===== src/rtl/param_sync_fifo.sv =====
// rtl/param_sync_fifo.sv - parameterised single-clock FIFO with standard or first-word-fall-through read
module param_sync_fifo #(
  parameter int DATA_BITS = 10,
  parameter int ADDR_BITS = 4,
  parameter int AF_LEVEL  = 12,
  parameter int AE_LEVEL  = 2,
  parameter int FWFT      = 0
) (
  input  logic                 clk,
  input  logic                 reset,
  input  logic [DATA_BITS-1:0] input_data,
  input  logic                 write,
  input  logic                 read,
  output logic [DATA_BITS-1:0] output_data,
  output logic                 output_valid,
  output logic                 empty,
  output logic                 full,
  output logic                 almost_full,
  output logic                 almost_empty,
  output logic [ADDR_BITS:0]   count,
  output logic                 overflow,
  output logic                 underflow
);

  localparam int                DEPTH    = 2 ** ADDR_BITS;
  localparam logic [ADDR_BITS:0] LP_DEPTH = (ADDR_BITS + 1)'(DEPTH);
  localparam logic [ADDR_BITS:0] LP_AF    = (ADDR_BITS + 1)'(AF_LEVEL);
  localparam logic [ADDR_BITS:0] LP_AE    = (ADDR_BITS + 1)'(AE_LEVEL);
  localparam logic [ADDR_BITS:0] LP_ONE   = (ADDR_BITS + 1)'(1);

  logic [DATA_BITS-1:0] r_mem [DEPTH];
  logic [ADDR_BITS:0]   r_wptr;
  logic [ADDR_BITS:0]   r_rptr;
  logic [ADDR_BITS:0]   r_count;
  logic                 r_empty;
  logic                 r_full;
  logic                 r_almost_full;
  logic                 r_almost_empty;
  logic                 r_overflow;
  logic                 r_underflow;
  logic [DATA_BITS-1:0] r_out_data;
  logic                 r_out_valid;

  logic                 w_wr_en;
  logic                 w_rd_en;
  logic [ADDR_BITS:0]   w_count_next;
  logic [DATA_BITS-1:0] w_head;

  // Accept operations only against the registered flags; reset discards both.
  assign w_wr_en = write && !r_full  && !reset;
  assign w_rd_en = read  && !r_empty && !reset;
  assign w_head  = r_mem[r_rptr[ADDR_BITS-1:0]];

  // Next occupancy from the accepted operations; flags are registered from this value.
  always_comb begin
    w_count_next = r_count;
    case ({w_wr_en, w_rd_en})
      2'b10:   w_count_next = r_count + LP_ONE;
      2'b01:   w_count_next = r_count - LP_ONE;
      default: w_count_next = r_count;
    endcase
  end

  // Storage is plain memory without reset so it maps onto RAM.
  always_ff @(posedge clk) begin
    if (w_wr_en) begin
      r_mem[r_wptr[ADDR_BITS-1:0]] <= input_data;
    end
  end

  // Pointers, occupancy, status flags and sticky error flags.
  always_ff @(posedge clk) begin
    if (reset) begin
      r_wptr         <= '0;
      r_rptr         <= '0;
      r_count        <= '0;
      r_empty        <= 1'b1;
      r_full         <= 1'b0;
      r_almost_full  <= (AF_LEVEL == 0);
      r_almost_empty <= 1'b1;
      r_overflow     <= 1'b0;
      r_underflow    <= 1'b0;
    end else begin
      if (w_wr_en) r_wptr <= r_wptr + LP_ONE;
      if (w_rd_en) r_rptr <= r_rptr + LP_ONE;
      r_count        <= w_count_next;
      r_empty        <= (w_count_next == '0);
      r_full         <= (w_count_next == LP_DEPTH);
      r_almost_full  <= (w_count_next >= LP_AF);
      r_almost_empty <= (w_count_next <= LP_AE);
      if (write && r_full)  r_overflow  <= 1'b1;
      if (read  && r_empty) r_underflow <= 1'b1;
    end
  end

  // Registered read port: popped word appears one cycle after an accepted read.
  always_ff @(posedge clk) begin
    if (reset) begin
      r_out_data  <= '0;
      r_out_valid <= 1'b0;
    end else begin
      r_out_valid <= w_rd_en;
      if (w_rd_en) r_out_data <= w_head;
    end
  end

  // In fall-through mode the head entry is shown directly whenever the FIFO holds data.
  assign output_data  = ((FWFT != 0) && !r_empty) ? w_head : r_out_data;
  assign output_valid = (FWFT != 0) ? !r_empty : r_out_valid;

  assign empty        = r_empty;
  assign full         = r_full;
  assign almost_full  = r_almost_full;
  assign almost_empty = r_almost_empty;
  assign count        = r_count;
  assign overflow     = r_overflow;
  assign underflow    = r_underflow;

endmodule


===== config.mk =====
export PLATFORM = sky130hd
export DESIGN_NAME = param_sync_fifo
export DESIGN_NICKNAME = d
export VERILOG_FILES = /design/src/rtl/param_sync_fifo.sv
export SDC_FILE = /design/constraint.sdc
export NUM_CORES = 1
export LEC_CHECK = 0
export CORE_AREA = 2 2 125 127
export CTS_CLUSTER_SIZE = 40
export DETAILED_ROUTE_END_ITERATION = 10
export DIE_AREA = 0 0 127 129
export PLACE_DENSITY = 0.75
export SYNTH_ARGS = -nofsm -noshare
export SYNTH_HDL_FRONTEND = slang
export SYNTH_SLANG_ARGS = --single-unit

===== constraint.sdc =====
create_clock -name clk -period 5 [get_ports clk]
set_clock_uncertainty 0.2 [all_clocks]
set_input_delay 1.5 -clock clk [delete_from_list [all_inputs] [get_ports clk]]
set_output_delay 1.5 -clock clk [all_outputs]
set_load 0.005 [all_outputs]

==> flow_summary.json <==
{
  "status": "completed",
  "initial_utilization_pct": 49.54,
  "cap_violations": 0,
  "yosysSeqAreaShare_pct": 72.85,
  "avgViaCountPerCell": 5.787,
  "cp_data_required_time_ps": 5170,
  "min_period_ps": 3998,
  "vias": 3866,
  "syn_area_mm2": 0.007420,
  "ctsResizeCount": 0,
  "clockBufferDepth": 2,
  "synth.distinct_cells": 44,
  "synth_top_flop_cell": "edfxtp_1",
  "synth-compound-area-share_pct": 4.874,
  "drc_errors": 0,
  "synthXorXnorAreaFrac_pct": 1.298,
  "die_area_mm2": 0.01638,
  "grt_pass1_vias": 3962,
  "critPathKind": "in2reg",
  "min_path_type": "reg2reg",
  "crit_fanout": 9,
  "numCtsBuffers": 17,
  "synthAdderAreaFrac_pct": 1.180,
  "end_kind": "flop",
  "tritoncts": "yes",
  "antenna_found_initial": 0,
  "grt_pass1_wl_um": 22430,
  "synth-seq-cells": 190,
  "synthMuxAreaShare_pct": 12.28,
  "grt_use_total_pct": 19.10,
  "finalSetupTns_ps": 0,
  "drtIter0Drc": 235,
  "gp_congestion": 0.8372,
  "overflow": 0,
  "power.density_mw_per_mm2": 380.4,
  "path_clk_slew_ps": 70,
  "finalCritPeriodShare_pct": 79.96,
  "utilization_pct": 57.54,
  "htreeDepth": 4,
  "synthSimpleGateAreaFrac_pct": 5.717,
  "startpoint_type": "input port",
  "drive_gt1_share_pct": 20.42,
  "die_h_um": 129,
  "cts.sinks": 190,
  "p_leak_nw": 2.771,
  "synth_edf_count": 160,
  "area_growth_pct": 16.14,
  "post_synth_inst_count": 417,
  "wire_per_inst_um": 21.81,
  "worst_pin_slew_ps": 1006,
  "syn-num-nets": 438,
  "layout_commonest_cell": "edfxtp_1",
  "ir_drop_mv": 0.2617,
  "pin_count": 36,
  "hpwl_um": 9177,
  "root_buffer": "clkbuf_16",
  "final_cell_mix": "edfxtp_1 (160), mux4_2 (40), nor2_1 (38)",
  "grt_setup_unrepaired": "false",
  "synth_top_family_by_area": "multiplexers",
  "final_antenna_net_count": 0,
  "finalHoldViolCount": 0,
  "fin_nets": 489,
  "setup_viol": 0,
  "wl_um": 14570,
  "syn_avg_cell_area_um2": 17.79,
  "rows": 45,
  "worstPathArrival_ps": 4170,
  "synthArstFlopShare_pct": 0,
  "postCtsSetupRepairBufs": 0,
  "n_antenna_cell": 0,
  "clk_latency_ps": 430,
  "hold_buffers": 0,
  "report.final.slew_viol_count": 0,
  "core_area_mm2": 0.01498,
  "ys.warnings.count": 0,
  "timing.fmax_mhz": 250.1,
  "drt_first_pass_iters": 5,
  "grt_max_degree": 30,
  "slew-limit-headroom_pct": 32.78,
  "port-buffer-count": 35,
  "fp.dieW_um": 127
}
## synth_stat cells (2+ instances only)
| cell type | n | area share, % |
|---|---|---|
| ha_1 | 7 | 1.2 |
| buf_2 | 7 | 0.47 |
| a21oi_1 | 27 | 1.8 |
| mux4_2 | 40 | 12 |
| clkbuf_1 | 10 | 0.51 |
| dfxtp_1 | 30 | 8.1 |
| a22oi_1 | 20 | 2.0 |
| inv_1 | 6 | 0.30 |
| buf_1 | 4 | 0.20 |
| nand2b_1 | 5 | 0.42 |
| edfxtp_1 | 160 | 65 |
| nand2_1 | 10 | 0.51 |
| o31ai_1 | 2 | 0.20 |
| nor2_1 | 38 | 1.9 |
| nor2b_1 | 4 | 0.34 |
| nor3_1 | 7 | 0.47 |
| nand4_1 | 3 | 0.25 |
| xnor2_1 | 5 | 0.59 |
| xor2_1 | 6 | 0.71 |
| o21ai_0 | 2 | 0.13 |
## power breakdown
group	leakage [nW]	total (mW)	internal (mW)	switching (mW)
registers	1.69	1.77	1.74	0.0324
logic	0.810	0.211	0.112	0.0991
clock network	0.274	1.29	0.732	0.562
## path summary, 6_finish.rpt
check                               start             end  slack (ps)  cells past startpoint
worst max-delay path                write            full        1000                     12
worst min-delay path             overflow        overflow         270                      2
worst max register to register  r_rptr[0]  output_data[9]        2060                      6
worst min register to register   overflow        overflow         270                      2
## registers in the layout, indices dropped and copies added (netlist names)
| register | cells |
|---|---|
| r_wptr | 4 |
| output_data | 10 |
| output_valid | 1 |
| underflow | 1 |
| count | 5 |
| almost_empty | 1 |
| overflow | 1 |
| r_mem | 160 |
| empty | 1 |
| almost_full | 1 |
| r_rptr | 4 |
| full | 1 |
## per-layer routing
layer | vias up | share of wire, % | GRT usage, %
met5 | - | 0 | 0
met4 | 0 | 1.4 | 6.012
li1 | 1735 | - | -
met3 | 15 | 5.9 | 5.114
met2 | 122 | 53 | 32.73
met1 | 1994 | 40 | 24.06
## final cells by class
type	instances	area, um^2
clock inverter	14	140.1
fill	1109	6360
multi-input combinational	197	1881
sequential	190	5408
timing repair buffer	55	500.5
inverter	7	27.53
tap	188	235.2
clock buffer	17	425.4
## per-stage QoR
stage	instance area (um^2)	instances	total power, mW	hold WS [ps]	worst slack [ps]
after detailed placement	8051	637	2.021	256.7	577.2
after global placement	8051	637	2.013	259.0	674.9
after global routing	8617	668	3.382	293.5	789.9
after floorplan	7420	417	1.933	260.4	1132
after CTS	8617	668	3.307	272.8	1019
final	8617	668	3.278	268.7	1002
## cells by family after synthesis
family	count (synthesis)
DFF	190
muxes	41
buffers and inverters	30
adders and majority gates	7
and+or+nand+nor	81
AOI/OAI and AO/OA	57
xor gates and xnor gates	11
## worst max-delay path: stages
cell and delay [ps]:
clkdlybuf4s50_1 500, nand2b_1 130, nor2_1 120, buf_4 180, inv_1 50, ha_1 410, or3_4 400, nor4b_2 260
a211oi_2 90, xor2_1 170, or2_1 260, nor2_1 100
Note: power is estimated with default switching activity, not from simulation.
